<file path="config.mk">
export PLATFORM = sky130hd
export DESIGN_NAME = prog_loader_flat
export DESIGN_NICKNAME = d
export VERILOG_FILES = /design/src/rtl/prog_loader_if.sv /design/src/rtl/prog_loader.sv /design/src/flat_wrapper.sv
export SDC_FILE = /design/constraint.sdc
export NUM_CORES = 1
export LEC_CHECK = 0
export CAP_MARGIN = 20
export CORE_MARGIN = 4
export CORE_UTILIZATION = 53
export DETAILED_ROUTE_END_ITERATION = 16
export PLACE_DENSITY = 0.82
export SLEW_MARGIN = 0
export SYNTH_ARGS = -nofsm -noshare
export SYNTH_HDL_FRONTEND = slang
export SYNTH_SLANG_ARGS = --single-unit
</file>
<file path="constraint.sdc">
create_clock -name clk -period 2.2 [get_ports clk]
set_input_delay 0.55 -clock clk [delete_from_list [all_inputs] [get_ports clk]]
set_output_delay 0.55 -clock clk [all_outputs]
set_load 0.1 [all_outputs]
</file>
<file path="src/rtl/prog_loader_if.sv">
// Byte-stream and program-memory load port bundle for prog_loader.
// The master side drives the byte stream and start; the slave side is the loader.
interface prog_loader_if;
   logic        start;
   logic [8:0]  len;
   logic [7:0]  byte_in;
   logic        byte_valid;
   logic        byte_ready;
   logic        pm_e;
   logic        pm_le;
   logic [7:0]  pm_load_addr;
   logic [11:0] pm_iin;
   logic        busy;
   logic        done;
   logic        err;
   logic [8:0]  count;

   modport master (
      output start, len, byte_in, byte_valid,
      input  byte_ready, pm_e, pm_le, pm_load_addr, pm_iin, busy, done, err, count
   );

   modport slave (
      input  start, len, byte_in, byte_valid,
      output byte_ready, pm_e, pm_le, pm_load_addr, pm_iin, busy, done, err, count
   );
endinterface

</file>
<file path="src/rtl/prog_loader.sv">
// Byte-serial program loader: packs byte pairs into 12-bit instructions and
// writes them to consecutive program-memory addresses, holding the CPU via busy.
module prog_loader #(
   parameter logic [7:0]  BASE_ADDR = 8'h00,
   parameter int unsigned TIMEOUT   = 1023
) (
   input logic            clk,
   input logic            rst,
   prog_loader_if.slave   bus
);

   // Idle counter only needs to hold 0..TIMEOUT-1 before the timeout fires.
   localparam int unsigned TW = (TIMEOUT > 1) ? $clog2(TIMEOUT) : 1;

   typedef enum logic [2:0] {
      S_IDLE,
      S_GET_LO,
      S_GET_HI,
      S_WRITE,
      S_DONE
   } state_t;

   state_t        state_q, state_d;
   logic [8:0]    remaining_q, remaining_d;
   logic [7:0]    addr_q, addr_d;
   logic [8:0]    count_q, count_d;
   logic          err_q, err_d;
   logic [7:0]    lo_q, lo_d;
   logic [TW-1:0] idle_q, idle_d;
   logic [7:0]    load_addr_q, load_addr_d;
   logic [11:0]   iin_q, iin_d;

   logic          getting;
   logic          accept;
   logic          timeout_hit;
   logic [8:0]    len_clamped;

   assign getting     = (state_q == S_GET_LO) || (state_q == S_GET_HI);
   assign accept      = getting && bus.byte_valid;
   assign timeout_hit = (TIMEOUT != 0) && !accept && (idle_q == TW'(TIMEOUT - 1));
   assign len_clamped = (bus.len > 9'd256) ? 9'd256 : bus.len;

   // Next-state and datapath updates for the load sequence.
   always_comb begin
      // NOTE: every _d gets its hold value first so no path through the case infers a latch.
      state_d     = state_q;
      remaining_d = remaining_q;
      addr_d      = addr_q;
      count_d     = count_q;
      err_d       = err_q;
      lo_d        = lo_q;
      idle_d      = idle_q;
      load_addr_d = load_addr_q;
      iin_d       = iin_q;

      case (state_q)
         S_IDLE: begin
            if (bus.start) begin
               remaining_d = len_clamped;
               addr_d      = BASE_ADDR;
               count_d     = '0;
               err_d       = 1'b0;
               idle_d      = '0;
               state_d     = (len_clamped == 9'd0) ? S_DONE : S_GET_LO;
            end
         end
         S_GET_LO: begin
            if (accept) begin
               lo_d    = bus.byte_in;
               idle_d  = '0;
               state_d = S_GET_HI;
            end else if (timeout_hit) begin
               err_d   = 1'b1;
               state_d = S_IDLE;
            end else begin
               idle_d = idle_q + TW'(1);
            end
         end
         S_GET_HI: begin
            if (accept) begin
               // Word is written even when the unused high nibble is nonzero.
               iin_d       = {bus.byte_in[3:0], lo_q};
               load_addr_d = addr_q;
               if (bus.byte_in[7:4] != 4'h0) err_d = 1'b1;
               idle_d      = '0;
               state_d     = S_WRITE;
            end else if (timeout_hit) begin
               err_d   = 1'b1;
               state_d = S_IDLE;
            end else begin
               idle_d = idle_q + TW'(1);
            end
         end
         S_WRITE: begin
            addr_d      = addr_q + 8'd1;
            count_d     = (count_q == 9'd256) ? count_q : count_q + 9'd1;
            remaining_d = remaining_q - 9'd1;
            state_d     = (remaining_q == 9'd1) ? S_DONE : S_GET_LO;
         end
         S_DONE: begin
            state_d = S_IDLE;
         end
         default: begin
            state_d = S_IDLE;
         end
      endcase
   end

   // State and datapath registers with synchronous reset.
   always_ff @(posedge clk) begin
      // NOTE: non-blocking assignments so every register samples pre-edge values.
      if (rst) begin
         state_q     <= S_IDLE;
         remaining_q <= '0;
         addr_q      <= '0;
         count_q     <= '0;
         err_q       <= 1'b0;
         lo_q        <= '0;
         idle_q      <= '0;
         load_addr_q <= '0;
         iin_q       <= '0;
      end else begin
         state_q     <= state_d;
         remaining_q <= remaining_d;
         addr_q      <= addr_d;
         count_q     <= count_d;
         err_q       <= err_d;
         lo_q        <= lo_d;
         idle_q      <= idle_d;
         load_addr_q <= load_addr_d;
         iin_q       <= iin_d;
      end
   end

   assign bus.byte_ready   = getting;
   assign bus.busy         = getting || (state_q == S_WRITE);
   assign bus.pm_e         = (state_q == S_WRITE);
   assign bus.pm_le        = (state_q == S_WRITE);
   assign bus.pm_load_addr = load_addr_q;
   assign bus.pm_iin       = iin_q;
   assign bus.done         = (state_q == S_DONE);
   assign bus.err          = err_q;
   assign bus.count        = count_q;

endmodule

</file>
<file path="src/flat_wrapper.sv">
// flat-port wrapper written by rule: the top's interface ports become plain ports
module prog_loader_flat 
#(
   parameter logic [7:0]  BASE_ADDR = 8'h00,
   parameter int unsigned TIMEOUT   = 1023
)
  (clk, rst, bus_start, bus_len, bus_byte_in, bus_byte_valid, bus_byte_ready, bus_pm_e, bus_pm_le, bus_pm_load_addr, bus_pm_iin, bus_busy, bus_done, bus_err, bus_count);
  prog_loader_if bus_i ();
  input logic clk;
  input logic rst;
  input wire logic [$bits(bus_i.start)-1:0] bus_start;
  input wire logic [$bits(bus_i.len)-1:0] bus_len;
  input wire logic [$bits(bus_i.byte_in)-1:0] bus_byte_in;
  input wire logic [$bits(bus_i.byte_valid)-1:0] bus_byte_valid;
  output wire logic [$bits(bus_i.byte_ready)-1:0] bus_byte_ready;
  output wire logic [$bits(bus_i.pm_e)-1:0] bus_pm_e;
  output wire logic [$bits(bus_i.pm_le)-1:0] bus_pm_le;
  output wire logic [$bits(bus_i.pm_load_addr)-1:0] bus_pm_load_addr;
  output wire logic [$bits(bus_i.pm_iin)-1:0] bus_pm_iin;
  output wire logic [$bits(bus_i.busy)-1:0] bus_busy;
  output wire logic [$bits(bus_i.done)-1:0] bus_done;
  output wire logic [$bits(bus_i.err)-1:0] bus_err;
  output wire logic [$bits(bus_i.count)-1:0] bus_count;
  assign bus_i.start = bus_start;
  assign bus_i.len = bus_len;
  assign bus_i.byte_in = bus_byte_in;
  assign bus_i.byte_valid = bus_byte_valid;
  assign bus_byte_ready = bus_i.byte_ready;
  assign bus_pm_e = bus_i.pm_e;
  assign bus_pm_le = bus_i.pm_le;
  assign bus_pm_load_addr = bus_i.pm_load_addr;
  assign bus_pm_iin = bus_i.pm_iin;
  assign bus_busy = bus_i.busy;
  assign bus_done = bus_i.done;
  assign bus_err = bus_i.err;
  assign bus_count = bus_i.count;
  prog_loader #(.BASE_ADDR(BASE_ADDR), .TIMEOUT(TIMEOUT)) u_core (.clk(clk), .rst(rst), .bus(bus_i));
endmodule
</file>
# Word-level counts from Yosys, hierarchy flattened
# Index checks and enable logic that the tools add are counted.
dict set report totals {
  in_bits 21
  out_inout_bits 35
  wordCells 69
  ff_bits 68
}
dict set report op_classes {
  magnitude_cmp 1
  n_eq_ne 12
  add_sub_neg 4
  muxes 25
  reduce_logical 18
}
# operator n
set op_table {}
lappend op_table {{9-bit 2-to-1 mux} 4}
lappend op_table {{9-bit one-hot mux with 2 select lines} 2}
lappend op_table {{10-bit 2-to-1 mux} 3}
lappend op_table {{10-bit one-hot mux with 2 select lines} 1}
lappend op_table {{3-bit 2-to-1 mux} 6}
lappend op_table {{8-bit one-hot mux with 2 select lines} 1}
lappend op_table {{3-bit one-hot mux with 4 select lines} 1}
lappend op_table {{10-bit by 1-bit adder with 10-bit output (second input constant)} 1}
lappend op_table {{10-bit equality test (second input constant)} 1}
lappend op_table {{9-bit by 1-bit adder with 9-bit output (second input constant)} 1}
lappend op_table {{9-bit by 1-bit equality test with 1-bit output (second input constant)} 1}
lappend op_table {{9-bit equality test (second input constant)} 1}
lappend op_table {{9-bit greater-than comparator (second input constant)} 1}
lappend op_table {{9-bit zero test} 1}
lappend op_table {{9-bit by 1-bit subtractor with 9-bit output (second input constant)} 1}
lappend op_table {{8-bit by 1-bit adder with 8-bit output (second input constant)} 1}
lappend op_table {{8-bit 2-to-1 mux} 1}
lappend op_table {{3-bit by 2-bit equality test with 1-bit output (second input constant)} 2}
lappend op_table {{2-bit inequality test (second input constant)} 3}
lappend op_table {{2-bit AND reduction} 3}
lappend op_table {{3-bit AND reduction} 2}
lappend op_table {{1-bit 2-to-1 mux} 5}
lappend op_table {{4-bit AND reduction} 1}
lappend op_table {{2-bit nonzero test} 2}
lappend op_table {{12 further kinds} 14}

# Longest topological paths before layout
dict set report logic_depth {
  ltp_word 8
  depth_mapped 8
  depth_no_buf 6
}

# Worst setup path before layout
# Ideal clock, no wire load.
dict set report synth_path {
  path_kind {register to output}
  start {register u_core.state_q[0]}
  end {output port bus_byte_ready}
  path_slack_ns -0.298
  arrival_ns 1.948
  required_ns 1.650
  n_path_buf 2
  stages_incl_launch_ff 5
  cell_sequence {dfxtp_1 buf_6 buf_6 xnor2_2 nor2_1}
}
dict set report synth_via {
  elab_chain_len 2
  elab_cells_between_ends 3
  cone_classes {eq/ne (2); reduce/logical (1)}
}
# element line_no
set synth_lines {}
lappend synth_lines {{start: declaration} prog_loader.sv:23} ;# state_t state_q, state_d;
lappend synth_lines {{start signal: assignment} prog_loader.sv:123} ;# state_q <= state_d;
lappend synth_lines {{3-bit by 1-bit equality test with 1-bit output / 3-bit by 2-bit equality test with 1-bit output (equally long branches)} prog_loader.sv:38} ;# assign getting = (state_q == S_GET_LO) || (state_q == S_GET_HI);
lappend synth_lines {{1-bit logical OR *} prog_loader.sv:38}
lappend synth_lines {{end: declaration} flat_wrapper.sv:15} ;# output wire logic [$bits(bus_i.byte_ready)-1:0] bus_byte_ready;
# Every way passes the cells marked *; elsewhere a longest branch is shown, timed or not.

# Worst setup path in the final report
dict set report layout_path {
  start {register u_core.state_q[0]}
  end {output port bus_pm_le}
}
dict set report layout_via {
  elab_chain_len 1
}
# element line_no
set layout_lines {}
lappend layout_lines {{3-bit by 2-bit equality test with 1-bit output} prog_loader.sv:138} ;# assign bus.pm_le = (state_q == S_WRITE);
lappend layout_lines {{end: declaration} flat_wrapper.sv:17} ;# output wire logic [$bits(bus_i.pm_le)-1:0] bus_pm_le;
# Every way passes these cells.

==> flow_summary.yaml <==
critical_path:
  end_kind: "primary output"
  critPathMaxStageDelay_ns: 0.51
  r2r_end: "u_core.remaining_q[7]"
  critPathTopFamily: "buffers and inverters"
  startpoint_type: "flop"
  startpoint: "u_core.state_q[0]"
  rr_startpoint: "u_core.state_q[0]"
  cp_num_buf_inv: 2
  path_class: "reg2out"
  reg2regPathDepth: 6
  rrSetupSlack_ns: 0.35
  crit_slowest_cell: "dfxtp_1"
  cp.required_ns: 1.65
  arrival_ns: 1.57
  crit_fanout: 9
  crit_chain: "nand3b_2, inv_1, buf_12"
place:
  gp_congestion: 0.888
  io_buffers: 55
  dp.cells: 533
  place_area_mm2: 0.00402
  dpl.hpwl_um: 5680
hold_path:
  hold_end: "u_core.bus.pm_iin[2]"
  hp-start: "u_core.lo_q[2]"
  hold_depth: 2
  hold_path.class: "reg2reg"
pwr:
  peakVddDrop_uv: 644
  leakage_nw: 1.55
  p_per_area_mw_per_mm2: 796
layout:
  drive_gt1_frac: 0.192
  final_cell_count_no_fill: 549
  layout.nets: 497
  area_growth_pct: 24.5
  diodes: 0
  fill_cells: 500
  stdcell_area_mm2: 0.00425
clock_network:
  htree_levels: 3
  cts.path.max_buffers: 2
  clk_latency_ns: 0.35
  ctsHoldBuffers: 0
  clock-sinks: 68
  cts_buffers: 9
  cts_tree: "yes"
  clockRootBuffer: "clkbuf_8"
  path_clk_slew_ns: 0.08
flow_run:
  maxCapViolCount: 0
outcome:
  status: "complete, no violations"
synthesis:
  synth-async-reset-ratio: 0
  synthFlopType: "dfxtp_1"
  synth_adder_area_share: 0.0257
  seq_area_frac_synth: 0.399
  synth_cells: 412
  ys_types: 67
  syn-cell-area_mm2: 0.00341
  synth_top_family_by_area: "simple AND/OR/NAND/NOR gates"
  synth_xor_area_frac: 0.0176
  synth_compound_area_frac: 0.175
  synth-simple-area-share: 0.301
  synth_edf_count: 0
  yosys_warnings: 0
  ys_ff_latch: 68
  synth_area_per_cell_um2: 8.28
  syn_nets: 440
  synth_mux_area_frac: 0.0271
routing:
  dr.pass1.iters: 7
  drt_iter0_markers: 226
  drcViolationCount: 0
  ant_nets: 0
  drt-vias-per-instance: 5.77
  drt-wirelength-per-cell_um: 14.8
  wirelength_um: 8120
  vias: 3168
floorplanning:
  die_h_um: 88.2
  core_area_mm2: 0.00610
  die_x_um: 88.2
  io_pins: 56
  die-area_mm2: 0.00778
  start_util: 0.560
  rows: 28
timing:
  setup_violations: 0
  max_freq_ghz: 0.472
  slew-limit-headroom: 0.684
  clock_skew_ns: 0.00684
  rsz0062_at_grt: "no"
  period_needed_ns: 2.12
  fin_crit_sh: 0.963
  hold_viol_final: 0
  worst_pin_slew_ns: 0.469
  slew_viol_final: 0
grt:
  grt_use_total: 0.219
  grt_overflow: 0
  first_global_vias: 2972
  antenna_found_initial: 0
  grt_pass1_wl_um: 13600
  grt_max_degree: 54
synthesized netlist by cell type, drive strengths merged (7+ instances only):
cell	instances	share of area
dfxtp	68	0.40
nand2	83	0.091
o21ai	9	0.014
nor4	8	0.023
mux2i	7	0.021
nand2b	10	0.018
clkbuf	9	0.0099
ha	7	0.026
inv	10	0.011
a21oi	49	0.073
nor3	8	0.017
nor2	33	0.042
nand3	14	0.022
buf	16	0.034
flip-flops by register name, summed over array words and instances, names as in the netlist:
register	flops
u_core.bus.pm_iin	12
u_core.state_q	3
u_core.remaining_q	9
u_core.bus.err	1
u_core.idle_q	10
u_core.bus.pm_load_addr	8
u_core.lo_q	8
u_core.bus.count	9
u_core.addr_q	8
worst register-to-register path, cell delays in order, from the launching register on:
cell,delay [ns]
dfxtp_1,0.40
buf_4,0.22
or4b_1,0.54
buf_4,0.20
nor2_8,0.15
nand2_1,0.08
a31oi_1,0.17
through the flow:
| stage | setup slack [ns] | hold slack, ns | power (mW) | utilization | TNS, ns |
|---|---|---|---|---|---|
| 5_1_grt | 0.0190 | 0.478 | 3.53 | 0.697 | 0 |
| 3_3_place_gp | 0.0585 | 0.437 | 2.21 | 0.659 | 0 |
| 3_5_place_dp | -0.0206 | 0.448 | 2.23 | 0.659 | -0.0206 |
| 4_1_cts | 0.0758 | 0.449 | 3.39 | 0.696 | 0 |
| 2_1_floorplan | 0.0779 | 0.432 | 1.99 | - | 0 |
| 6_report | 0.0810 | 0.451 | 3.38 | 0.697 | 0 |
power breakdown:
| part | internal [mW] | switching (mW) | leakage [nW] |
|---|---|---|---|
| clock | 0.674 | 0.493 | 0.110 |
| sequential | 1.28 | 0.0632 | 0.550 |
| combinational | 0.324 | 0.546 | 0.896 |
| total | 2.28 | 1.10 | 1.55 |
area by class of cell:
| cell class | instances | area, um^2 | share of cell area |
|---|---|---|---|
| inverter | 10 | 37.5 | 0.00884 |
| clock buffer | 11 | 141 | 0.0333 |
| sequential | 68 | 1360 | 0.320 |
| timing repair buffer | 71 | 653 | 0.154 |
| multi-input combinational | 309 | 1880 | 0.442 |
| tap | 75 | 93.8 | 0.0221 |
| clock inverter | 5 | 85.1 | 0.0200 |
layer usage:
metal  vias up  track usage  wire [um]
li1       1571            -          -
met1      1484        0.286       3620
met2       101        0.356       3940
met3        12       0.0410        441
met4         0       0.0962        116
met5         -            0          0
cells in the final DEF, fill, tap and decap left out, types with 6 or more instances in the layout:
| cell type | Yosys | routed |
|---|---|---|
| mux2i_1 | 7 | 7 |
| dfxtp_1 | 68 | 68 |
| buf_4 | 4 | 45 |
| clkdlybuf4s50_1 | 0 | 19 |
| ha_1 | 7 | 7 |
| o21ai_0 | 8 | 8 |
| a21oi_1 | 48 | 48 |
| buf_12 | 0 | 6 |
| nand3_1 | 13 | 13 |
| nor3_1 | 6 | 6 |
| clkbuf_8 | 0 | 10 |
| nand2b_1 | 10 | 10 |
| nor4_1 | 6 | 6 |
| nand2_1 | 83 | 83 |
| nor2_1 | 31 | 28 |
| inv_1 | 10 | 10 |
repair_timing:
| action | 4_1_cts | 5_1_grt |
|---|---|---|
| hold endpoints to repair | 0 | 0 |
| buffers inserted | 0 | 0 |
| setup endpoints to repair | 0 | 1 |
| resized for setup | 0 | 1 |
worst max-delay path by stage:
stage	endpoint	slack (ns)	cells past startpoint
after floorplan	u_core.bus.count[0]	0.08	6
after global placement	u_core.remaining_q[1]	0.06	6
after detailed placement	u_core.idle_q[7]	-0.02	6
after CTS	bus_done	0.08	4
after global routing	bus_pm_le	0.02	3
final	bus_pm_le	0.08	3
cells by family (layout without fill, tap and decap cells):
group	count (synthesis)	in the layout
compound gates	94	94
xor+xnor	6	6
fa+ha+maj	7	7
buf+inv	35	97
flops	68	68
mux	9	9
simple gates	193	193
No activity file was read; power rests on OpenSTA's default activity.
